**src/rtl/m_ld_unit_pkg.sv**
```systemverilog
// -----------------------------------------------------------------------------
// m_ld_unit_pkg
// Shared definitions for the M-stage memory access path: the load/store
// selector codes used by the decoder, the load reader state encoding and
// small helpers that classify a load request.
// No ports (package).
// -----------------------------------------------------------------------------
package m_ld_unit_pkg;

    // Load selector codes; 0, 6 and 7 mean "no load this cycle".
    localparam logic [2:0] LD_NONE = 3'd0;
    localparam logic [2:0] LD_LW   = 3'd1;
    localparam logic [2:0] LD_LH   = 3'd2;
    localparam logic [2:0] LD_LHU  = 3'd3;
    localparam logic [2:0] LD_LB   = 3'd4;
    localparam logic [2:0] LD_LBU  = 3'd5;

    // Store selector codes, shared with the store byte-enable path.
    localparam logic [2:0] ST_NONE = 3'd0;
    localparam logic [2:0] ST_SW   = 3'd1;
    localparam logic [2:0] ST_SH   = 3'd2;
    localparam logic [2:0] ST_SB   = 3'd3;

    // Load reader states.
    typedef enum logic [1:0] {
        S_IDLE  = 2'd0,
        S_REQ   = 2'd1,
        S_DRAIN = 2'd2,
        S_HOLD  = 2'd3
    } ld_state_e;

    // A selector names a real load only in the range LW..LBU.
    function automatic logic ld_is_legal(input logic [2:0] sel);
        return (sel >= LD_LW) && (sel <= LD_LBU);
    endfunction

    // Words need a 4-byte boundary, halves a 2-byte one; bytes never trap.
    function automatic logic ld_is_misaligned(input logic [2:0] sel,
                                              input logic [1:0] addr10);
        logic mis;
        mis = 1'b0;
        case (sel)
            LD_LW:         mis = (addr10 != 2'b00);
            LD_LH, LD_LHU: mis = addr10[0];
            default:       mis = 1'b0;
        endcase
        return mis;
    endfunction

endpackage

```
**src/rtl/m_ld_unit_ld_extend.sv**
```systemverilog
// -----------------------------------------------------------------------------
// ld_extend
// Combinational load data extractor: picks the word, half or byte addressed
// by the low address bits out of the 32-bit bus word and sign- or
// zero-extends it to 32 bits according to the load selector.
// Ports:
//   sel_i     load selector (LD_LW..LD_LBU, anything else gives 0)
//   addr10_i  byte offset within the word
//   rdata_i   raw bus read data
//   data_o    extended load result
// -----------------------------------------------------------------------------
module ld_extend
    import m_ld_unit_pkg::*;
(
    input  logic [2:0]  sel_i,
    input  logic [1:0]  addr10_i,
    input  logic [31:0] rdata_i,
    output logic [31:0] data_o
);

    logic [15:0] half_val;
    logic [7:0]  byte_val;

    // Lane selection first, then extension by selector.
    always_comb begin
        half_val = addr10_i[1] ? rdata_i[31:16] : rdata_i[15:0];
        byte_val = rdata_i[7:0];
        case (addr10_i)
            2'd0:    byte_val = rdata_i[7:0];
            2'd1:    byte_val = rdata_i[15:8];
            2'd2:    byte_val = rdata_i[23:16];
            default: byte_val = rdata_i[31:24];
        endcase

        data_o = '0;
        case (sel_i)
            LD_LW:   data_o = rdata_i;
            LD_LH:   data_o = {{16{half_val[15]}}, half_val};
            LD_LHU:  data_o = {16'h0000, half_val};
            LD_LB:   data_o = {{24{byte_val[7]}}, byte_val};
            LD_LBU:  data_o = {24'h000000, byte_val};
            default: data_o = '0;
        endcase
    end

endmodule

```
**src/rtl/m_ld_unit.sv**
```systemverilog
// -----------------------------------------------------------------------------
// m_ld_unit
// M-stage load reader. Accepts a load from the pipeline, traps misaligned
// accesses, performs one word read on the data bus with a req/ready
// handshake, extracts/extends the result and holds it until W takes it.
// The M stage is stalled while the bus read is outstanding.
// Ports:
//   clk_i, reset_i      clock, synchronous active-high reset
//   ld_start_i          load presented this cycle
//   ld_sel_i, ld_addr_i load type and byte address
//   flush_i             discard the in-flight load
//   w_accept_i          W stage consumes ld_data_o
//   dm_req_o, dm_addr_o bus read request and word-aligned address
//   dm_ready_i, dm_rdata_i  bus read completion and data
//   ld_busy_o           stall request to M (combinational)
//   ld_valid_o, ld_data_o   extended result and its valid flag
//   ld_adel_o           misaligned-load pulse
//   ld_timeout_o        bus timeout pulse
// -----------------------------------------------------------------------------
module m_ld_unit
    import m_ld_unit_pkg::*;
#(
    parameter int unsigned BUS_TIMEOUT = 255
) (
    input  logic        clk_i,
    input  logic        reset_i,
    input  logic        ld_start_i,
    input  logic [2:0]  ld_sel_i,
    input  logic [31:0] ld_addr_i,
    input  logic        flush_i,
    input  logic        w_accept_i,
    output logic        dm_req_o,
    output logic [31:0] dm_addr_o,
    input  logic        dm_ready_i,
    input  logic [31:0] dm_rdata_i,
    output logic        ld_busy_o,
    output logic        ld_valid_o,
    output logic [31:0] ld_data_o,
    output logic        ld_adel_o,
    output logic        ld_timeout_o
);

    // The counter only has to reach BUS_TIMEOUT-1 before the timeout fires.
    localparam int CNT_W = (BUS_TIMEOUT > 1) ? $clog2(BUS_TIMEOUT) : 1;

    ld_state_e        state_q;
    logic [2:0]       sel_q;
    logic [1:0]       addr10_q;
    logic [CNT_W-1:0] cnt_q;
    logic             dm_req_q;
    logic [31:0]      dm_addr_q;
    logic             ld_valid_q;
    logic [31:0]      ld_data_q;
    logic             ld_adel_q;
    logic             ld_timeout_q;

    logic [31:0]      ext_data_d;
    logic             can_start_d;
    logic             start_legal_d;
    logic             start_mis_d;
    logic             start_go_d;
    logic             timeout_hit_d;

    ld_extend u_ld_extend (
        .sel_i    (sel_q),
        .addr10_i (addr10_q),
        .rdata_i  (dm_rdata_i),
        .data_o   (ext_data_d)
    );

    // A new load may be taken from IDLE, or from HOLD in the same cycle the
    // W stage drains the previous result. flush always beats a start.
    always_comb begin
        can_start_d   = (state_q == S_IDLE) || ((state_q == S_HOLD) && w_accept_i);
        start_legal_d = ld_start_i && ld_is_legal(ld_sel_i);
        start_mis_d   = ld_is_misaligned(ld_sel_i, ld_addr_i[1:0]);
        start_go_d    = !flush_i && can_start_d && start_legal_d && !start_mis_d;
        timeout_hit_d = (BUS_TIMEOUT != 32'd0) &&
                        (32'(cnt_q) == (BUS_TIMEOUT - 32'd1));
    end

    // Stall covers the issuing cycle and every cycle the bus read is open.
    assign ld_busy_o = (state_q == S_REQ) || (state_q == S_DRAIN) || start_go_d;

    // Main FSM with registered outputs. A bus response in the same cycle as
    // the timeout limit counts as success. DRAIN keeps the request up so a
    // flushed read still completes its handshake; the data is dropped.
    always_ff @(posedge clk_i) begin
        if (reset_i) begin
            state_q      <= S_IDLE;
            sel_q        <= LD_NONE;
            addr10_q     <= 2'b00;
            cnt_q        <= '0;
            dm_req_q     <= 1'b0;
            dm_addr_q    <= '0;
            ld_valid_q   <= 1'b0;
            ld_data_q    <= '0;
            ld_adel_q    <= 1'b0;
            ld_timeout_q <= 1'b0;
        end else begin
            ld_adel_q    <= 1'b0;
            ld_timeout_q <= 1'b0;
            case (state_q)
                S_IDLE, S_HOLD: begin
                    if (flush_i) begin
                        state_q    <= S_IDLE;
                        ld_valid_q <= 1'b0;
                    end else if (can_start_d) begin
                        state_q    <= S_IDLE;
                        ld_valid_q <= 1'b0;
                        if (start_legal_d) begin
                            if (start_mis_d) begin
                                ld_adel_q <= 1'b1;
                            end else begin
                                sel_q     <= ld_sel_i;
                                addr10_q  <= ld_addr_i[1:0];
                                dm_addr_q <= {ld_addr_i[31:2], 2'b00};
                                dm_req_q  <= 1'b1;
                                cnt_q     <= '0;
                                state_q   <= S_REQ;
                            end
                        end
                    end
                end
                S_REQ: begin
                    if (dm_ready_i) begin
                        dm_req_q <= 1'b0;
                        if (flush_i) begin
                            state_q <= S_IDLE;
                        end else begin
                            ld_data_q  <= ext_data_d;
                            ld_valid_q <= 1'b1;
                            state_q    <= S_HOLD;
                        end
                    end else if (timeout_hit_d) begin
                        dm_req_q     <= 1'b0;
                        ld_timeout_q <= 1'b1;
                        state_q      <= S_IDLE;
                    end else begin
                        cnt_q <= cnt_q + 1'b1;
                        if (flush_i) begin
                            state_q <= S_DRAIN;
                        end
                    end
                end
                S_DRAIN: begin
                    if (dm_ready_i) begin
                        dm_req_q <= 1'b0;
                        state_q  <= S_IDLE;
                    end else if (timeout_hit_d) begin
                        dm_req_q     <= 1'b0;
                        ld_timeout_q <= 1'b1;
                        state_q      <= S_IDLE;
                    end else begin
                        cnt_q <= cnt_q + 1'b1;
                    end
                end
                default: begin
                    state_q  <= S_IDLE;
                    dm_req_q <= 1'b0;
                end
            endcase
        end
    end

    assign dm_req_o     = dm_req_q;
    assign dm_addr_o    = dm_addr_q;
    assign ld_valid_o   = ld_valid_q;
    assign ld_data_o    = ld_data_q;
    assign ld_adel_o    = ld_adel_q;
    assign ld_timeout_o = ld_timeout_q;

endmodule

```
**config.mk**
```make
export PLATFORM = sky130hd
export DESIGN_NAME = m_ld_unit
export DESIGN_NICKNAME = d
export VERILOG_FILES = /design/src/rtl/m_ld_unit_pkg.sv /design/src/rtl/m_ld_unit_ld_extend.sv /design/src/rtl/m_ld_unit.sv
export SDC_FILE = /design/constraint.sdc
export NUM_CORES = 1
export LEC_CHECK = 0
export CORE_MARGIN = 2
export CORE_UTILIZATION = 49
export CTS_CLUSTER_DIAMETER = 50
export DETAILED_ROUTE_END_ITERATION = 8
export PLACE_DENSITY_LB_ADDON = 0.25
export RECOVER_POWER = 50
export SYNTH_ARGS = -nofsm -noshare
export SYNTH_HDL_FRONTEND = slang
export SYNTH_SLANG_ARGS = --single-unit
```
**constraint.sdc**
```tcl
create_clock -name clk_i -period 3.9 [get_ports clk_i]
set_input_delay 0.975 -clock clk_i [delete_from_list [all_inputs] [get_ports clk_i]]
set_output_delay 0.975 -clock clk_i [all_outputs]
set_load 0.01 [all_outputs]
```
==> results of run 1 <==
per-stage QoR:
stage / total power [mW] / instances / util [%]
2_1_floorplan: 0.999 / 455 / -
3_3_place_gp: 1.13 / 675 / 67.5
3_5_place_dp: 1.13 / 675 / 67.5
4_1_cts: 1.72 / 690 / 69.8
5_1_grt: 1.77 / 690 / 69.7
6_report: 1.70 / 690 / 69.7
final timing paths:
path / endpoint / cells after the start / startpoint / slack [ps]
max: ld_busy_o / 5 / ld_sel_i[1] / 160
min: ld_data_o[31]$_SDFFE_PP0P_ / 1 / ld_data_o[31]$_SDFFE_PP0P_ / 450
max reg2reg: ld_data_o[5]$_SDFFE_PP0P_ / 5 / sel_q[2]$_SDFFE_PP0P_ / 1280
min reg2reg: ld_data_o[31]$_SDFFE_PP0P_ / 1 / ld_data_o[31]$_SDFFE_PP0P_ / 450
registers in the layout (all words and copies together), names as in the netlist:
name          count
ld_timeout_o      1
ld_data_o        32
state_q           2
cnt_q             8
ld_adel_o         1
sel_q             3
dm_req_o          1
addr10_q          2
dm_addr_o        30
ld_valid_o        1
worst max-delay path, delay by kind of cell:
kind / cells / cell delay, ps
buf+inv: 2 / 1200
simple gates: 1 / 90
compound gates: 2 / 500
layout make-up:
class	instances	area [µm²]	share of cell area, %
Clock inverter	5	57.6	1.02
Inverter	18	67.6	1.20
Sequential cell	81	1620	28.7
Timing Repair Buffer	150	1500	26.5
Tap cell	105	131	2.33
Clock buffer	10	128	2.26
Multi-Input combinational cell	321	2140	37.9
layer usage:
layer / track usage [%] / vias up / wire length, µm
li1: - / 1868 / -
met1: 29.8 / 1797 / 4440
met2: 41.0 / 142 / 5150
met3: 5.19 / 22 / 756
met4: 9.78 / 0 / 259
met5: 0 / - / 0
synth_stat cells, drive strengths merged, types with 4 or more instances:
| library cell | n | area share, % |
|---|---|---|
| nor2b | 4 | 0.62 |
| and3b | 4 | 0.87 |
| o21ai | 13 | 1.6 |
| a221o | 7 | 1.7 |
| mux2i | 34 | 8.4 |
| nor2 | 7 | 0.65 |
| o311a | 9 | 2.2 |
| mux2 | 12 | 3.4 |
| nor3b | 4 | 0.75 |
| nor3 | 8 | 1.1 |
| a21oi | 10 | 1.2 |
| nand3 | 5 | 0.62 |
| buf | 14 | 3.3 |
| ha | 6 | 1.9 |
| nand3b | 11 | 2.0 |
| nand2 | 103 | 9.6 |
| clkbuf | 21 | 2.0 |
| a31oi | 17 | 2.6 |
| dfxtp | 81 | 40 |
| o31ai | 9 | 1.7 |
| a21o | 17 | 3.2 |
| inv | 18 | 1.7 |
kinds of logic (layout without fill, tap and decap cells):
family	count (synthesis)	in the layout
and+or+nand+nor	162	162
DFF	81	81
other	1	2
adders and majority gates	6	6
xor gates and xnor gates	3	3
buffers and inverters	53	183
muxes	46	46
AOI/OAI and AO/OA	102	102
report_power, final:
part / internal, mW / switching (mW)
registers: 0.843 / 0.0161
logic: 0.139 / 0.111
clock network: 0.293 / 0.303
total: 1.27 / 0.430
==> impl_metrics.tcl, run 1 <==
set metrics [dict create \
    outcome "complete, no violations" \
    finalWeightedCongestion 0.892 \
    core-area_mm2 0.00809 \
    powerDensity_mw_per_mm2 302 \
    grt_setup_unrepaired "false" \
    synth_compound_area_share_pct 18.8 \
    first_pass_grt_wire_length_mm 17.2 \
    synthArstFlopShare_pct 0 \
    fmax_ghz 0.268 \
    peak_fanout_along_the_critical_path 7 \
    critical_path_arrival_ps 2760 \
    start_util_pct 49.8 \
    wl_mm 10.6 \
    skew_ps 9.91 \
    timing.max_cap.violations 0 \
    cell_count_after_synthesis 454 \
    cp_common_cell "sky130_fd_sc_hd__clkdlybuf4s50_1" \
    io-pin-count 142 \
    cts_max_path_bufs 2 \
    finalHoldViolations 0 \
    synth_sequential_area_ratio_pct 40.2 \
    dp_slack_ps 173 \
    die_height_um 94.7 \
    clock_tree.root_cell "sky130_fd_sc_hd__clkbuf_8" \
    max_stage_delay_ps 670 \
    post_synth_num_cell_types 53 \
    vdd_drop_max_mv 0.168 \
    cts-htree-levels 3 \
    commonest_cells_after_routing_fill_and_taps_aside "103 x sky130_fd_sc_hd__nand2_1, 81 x sky130_fd_sc_hd__dfxtp_1, 71 x sky130_fd_sc_hd__clkdlybuf4s50_1" \
    nFillCells 670 \
    post-route-min-period_ps 3740 \
    main_combinational_cell_family_by_area_after_synthesis "simple AND/OR/NAND/NOR gates" \
    dr.first_iter.drc_count 171 \
    synthToLayoutAreaGrowth_pct 40.0 \
    synth_enable_flop_cells 0 \
    synth_fa_ha_area_share_pct 1.86 \
    dieWidth_um 94.7 \
    first_global_vias 3640 \
    insertedDiodeCount 0 \
    crit_path_cell_trace "clkdlybuf4s50_1, nor3_2, a2111oi_4, a31o_2, clkdlybuf4s50_1" \
    avgViaCountPerCell 5.55 \
    antenna_found_initial 0 \
    synth-xor-area-share_pct 0.652 \
    router_iterations_before_antenna_repair 7 \
    cts.sink_count 81 \
    min_period_over_period_pct 95.8 \
    grt_remaining_overflow 0 \
    antenna_violating_nets_post_route 0 \
    detailroute.via_count 3829 \
    place_area_mm2 0.00546 \
    power_leakage_nw 2.40 \
    final_layout_size_suffix_gt1_share_pct 7.69 \
    drc 0 \
    syn_avg_cell_area_um2 8.87 \
    i_o_buffers 139 \
    max_slew.worst_pin.slew_ps 1310 \
    wire_per_inst_um 15.4 \
    fp.dieArea_mm2 0.00896 \
    yosysWarningCount 0 \
    hpwlAfterDp_mm 7.76 \
    post_synth_instance_area_mm2 0.00403 \
    postLayoutCellArea_mm2 0.00564 \
    synth_ff_type "sky130_fd_sc_hd__dfxtp_1" \
    worstSetupEndpointType "output pin" \
    final-setup-viol-count 0 \
    clkLatencyLatePin_ps 350 \
    cts_clk_pin_slew_worst_paths_ps 80 \
    globalRouteTotalUtil_pct 24.2 \
    largest_net_degree_at_the_start_of_global_routing 45 \
    ctsResizeCount 0 \
    synthMuxAreaShare_pct 11.8 \
    final_critical_path_setup_slack_ps 165 \
    hold_path.class "flop to flop" \
    slowest_stage "sky130_fd_sc_hd__clkdlybuf4s50_1" \
    finalSetupTns_ps 0 \
    hold_slack_ps 453 \
    finalNetCount 660 \
    cts_buffers 9 \
    crit_path_start_kind "input pin" \
    cts_hold_repair.buffers 0 \
    ys_seq_elements 81 \
    critical_path_required_ps 2920 \
    timing.max_slew.rel_slack_pct 12.5 \
    layout.cells.most_common "sky130_fd_sc_hd__nand2_1" \
    placement_row_count 33 \
    criticalPathCategory "input pin to output pin" \
    cts.repair_timing.setup_buffer_count 0 \
    timing.final.max_slew_violations 0 \
    cts_tree "built" \
    synth-simple-area-share_pct 19.6 \
]
No activity file was read; power rests on OpenSTA's default activity.
==> inputs of run 2 (changes only) <==
--- a/config.mk
+++ b/config.mk
@@ -8,6 +8,7 @@
 export CORE_MARGIN = 2
 export CORE_UTILIZATION = 49
 export CTS_CLUSTER_DIAMETER = 50
+export CTS_CLUSTER_SIZE = 16
 export DETAILED_ROUTE_END_ITERATION = 8
 export PLACE_DENSITY_LB_ADDON = 0.25
 export RECOVER_POWER = 50
==> results of run 2 <==
No change in the layout: final DEF, timing and power equal those of run 1.
==> inputs of run 3 (changes only) <==
--- a/config.mk
+++ b/config.mk
@@ -5,11 +5,12 @@
 export SDC_FILE = /design/constraint.sdc
 export NUM_CORES = 1
 export LEC_CHECK = 0
-export CORE_MARGIN = 2
+export CORE_MARGIN = 8
 export CORE_UTILIZATION = 49
 export CTS_CLUSTER_DIAMETER = 50
 export CTS_CLUSTER_SIZE = 16
 export DETAILED_ROUTE_END_ITERATION = 8
+export GPL_TIMING_DRIVEN = 0
 export PLACE_DENSITY_LB_ADDON = 0.25
 export RECOVER_POWER = 50
 export SYNTH_ARGS = -nofsm -noshare
==> run 3 against run 2 <==
Sequential share of layout area is 0.61 points lower; non-clock buffer count is 25 higher; critical path type unchanged; clock-buffer cell count is 2 higher; clock skew is 1.4 ps higher; largest power group unchanged; critical path depth stayed put; cell area is 2.2% higher; setup slack worse by 39 ps; highest routed layer unchanged; wire length is 13% higher; cell count is 3.8% higher.
==> impl_metrics.tcl, run 3 (same netlist as run 1, synthesis figures left out) <==
set metrics [dict create \
    timing.hold.worst_path_depth 1 \
    timing.max_cap.violations 0 \
    hold_end "ld_data_o[29]$_SDFFE_PP0P_" \
    rr_endpoint "ld_data_o[16]$_SDFFE_PP0P_" \
    finalSetupTns_ps 0 \
    timing.final.max_slew_violations 0 \
    dpl.cell_count 698 \
    crit_path_start_kind "input pin" \
    clock_tree.root_cell "sky130_fd_sc_hd__clkbuf_8" \
    cts_tree "built" \
    cts-htree-levels 3 \
    cts_buffers 9 \
    avgViaCountPerCell 5.50 \
    commonest_cells_after_routing_fill_and_taps_aside "134 x sky130_fd_sc_hd__clkdlybuf4s50_1, 103 x sky130_fd_sc_hd__nand2_1, 81 x sky130_fd_sc_hd__dfxtp_1" \
    grt_remaining_overflow 0 \
    final_layout_size_suffix_gt1_share_pct 8.18 \
    io-pin-count 142 \
    hpwlAfterDp_mm 9.30 \
    first_global_vias 3980 \
    timing.hold.worst.start "ld_data_o[29]$_SDFFE_PP0P_" \
    multi_input_comb_area_mm2 0.00213 \
    criticalPathCategory "input pin to output pin" \
    timing.max_slew.rel_slack_pct 45.8 \
    cts_max_path_bufs 2 \
    wl_mm 12.0 \
    antenna_found_initial 0 \
    r2r-start "state_q[1]$_SDFFE_PP0P_" \
    wire_per_inst_um 16.7 \
    placement_row_count 33 \
    r2r_cells 7 \
    global_route.usage.met3_pct 6.00 \
    cts.sink_count 81 \
    powerDensity_mw_per_mm2 304 \
    power_leakage_nw 2.23 \
    final_critical_path_setup_slack_ps 126 \
    post-route-min-period_ps 3770 \
    hold_slack_ps 455 \
    core-area_mm2 0.00809 \
    grt_use_met1_pct 24.3 \
    finalHoldViolations 0 \
    critical_path_arrival_ps 2800 \
    i_o_buffers 138 \
    worstSetupEndpointType "output pin" \
    outcome "complete, no violations" \
    die_height_um 107 \
    dp_slack_ps 31.9 \
    cts_clk_pin_slew_worst_paths_ps 80 \
    r2r_setup_slack_ps 1660 \
    drc 0 \
    first_pass_grt_wire_length_mm 19.4 \
    fp.dieArea_mm2 0.0114 \
    antenna_violating_nets_post_route 0 \
    largest_register_ffs 32 \
    dieWidth_um 107 \
    gr-usage-met2_pct 34.6 \
    globalRouteTotalUtil_pct 20.9 \
    skew_ps 11.3 \
    layout.cells.most_common "sky130_fd_sc_hd__clkdlybuf4s50_1" \
    finalNetCount 685 \
    critical_path_required_ps 2920 \
    dr.first_iter.drc_count 178 \
    vdd_drop_max_mv 0.191 \
    final-setup-viol-count 0 \
    router_iterations_before_antenna_repair 4 \
    max_slew.worst_pin.slew_ps 811 \
    insertedDiodeCount 0 \
    hold_path.class "flop to flop" \
    start_util_pct 49.8 \
    seqCellArea_mm2 0.00162 \
    min_period_over_period_pct 96.8 \
    synthToLayoutAreaGrowth_pct 43.0 \
    largest_net_degree_at_the_start_of_global_routing 14 \
    clkLatencyLatePin_ps 360 \
    grt_busiest_layer "met2" \
    finalWeightedCongestion 0.850 \
    peak_fanout_along_the_critical_path 5 \
    nFillCells 639 \
    fmax_ghz 0.265 \
    detailroute.via_count 3940 \
    total_power_draw_mw 1.75 \
    instances_no_fill 716 \
]
-- run 3: cell types whose count changed in the layout (fill, tap and decap cells not counted), sizes merged --
cell / previous run / this run
clkinv: 4 / 0
dlygate4sd3: 68 / 2
clkdlybuf4s50: 71 / 134
dlymetal6s2s: 0 / 2
buf: 10 / 16
clkinvlp: 0 / 3
clkbuf: 11 / 33
-- run 3: worst max path at each step --
| stage | start | endpoint | slack, ps | depth (start not counted) |
|---|---|---|---|---|
| 2_1_floorplan | ld_start_i | ld_busy_o | 1280 | 3 |
| 3_3_place_gp | ld_sel_i[2] | ld_busy_o | 50 | 5 |
| 3_5_place_dp | ld_sel_i[2] | ld_busy_o | 30 | 5 |
| 4_1_cts | ld_sel_i[2] | ld_busy_o | 30 | 5 |
| 5_1_grt | ld_sel_i[0] | ld_busy_o | -20 | 5 |
| 6_report | ld_sel_i[0] | ld_busy_o | 130 | 5 |
-- run 3: final cells by class --
type | count | area share (%)
sequential | 81 | 28.1
timing repair buffer | 140 | 24.3
clock buffer | 12 | 2.52
buffer | 35 | 3.67
inverter | 18 | 1.17
tap | 105 | 2.28
multi-input combinational | 321 | 37.0
clock inverter | 4 | 0.912
-- run 3: worst max-delay path, cell delays in order --
cell                              delay [ps]
sky130_fd_sc_hd__clkdlybuf4s50_1         540
sky130_fd_sc_hd__nor3_2                   80
sky130_fd_sc_hd__a2111oi_4               440
sky130_fd_sc_hd__a31o_2                  220
sky130_fd_sc_hd__clkdlybuf4s50_1         550
-- run 3: power by group --
part,internal (mW),leakage [nW],switching (mW)
Clock,0.314,0.0888,0.313
Sequential,0.843,0.655,0.0112
Combinational,0.149,1.49,0.123
Total,1.31,2.23,0.447
-- run 3: through the flow --
step | cell area, µm² | utilization [%]
CTS | 5740 | 71.0
finish | 5760 | 71.2
detailed placement | 5550 | 68.5
global route | 5760 | 71.2
floorplan | 4030 | -
global placement | 5550 | 68.5
-- run 3: routing by layer --
layer	vias up	wire length, µm
met5	-	0
met4	0	336
met3	26	933
met2	150	5630
met1	1843	5050
li1	1921	-
-- run 3: timing repair --
item | in CTS | in global routing
endpoints found under the setup margin | 0 | 1
resized for setup | 0 | 2
buffers inserted | 0 | 2
hold buffers | 0 | 0
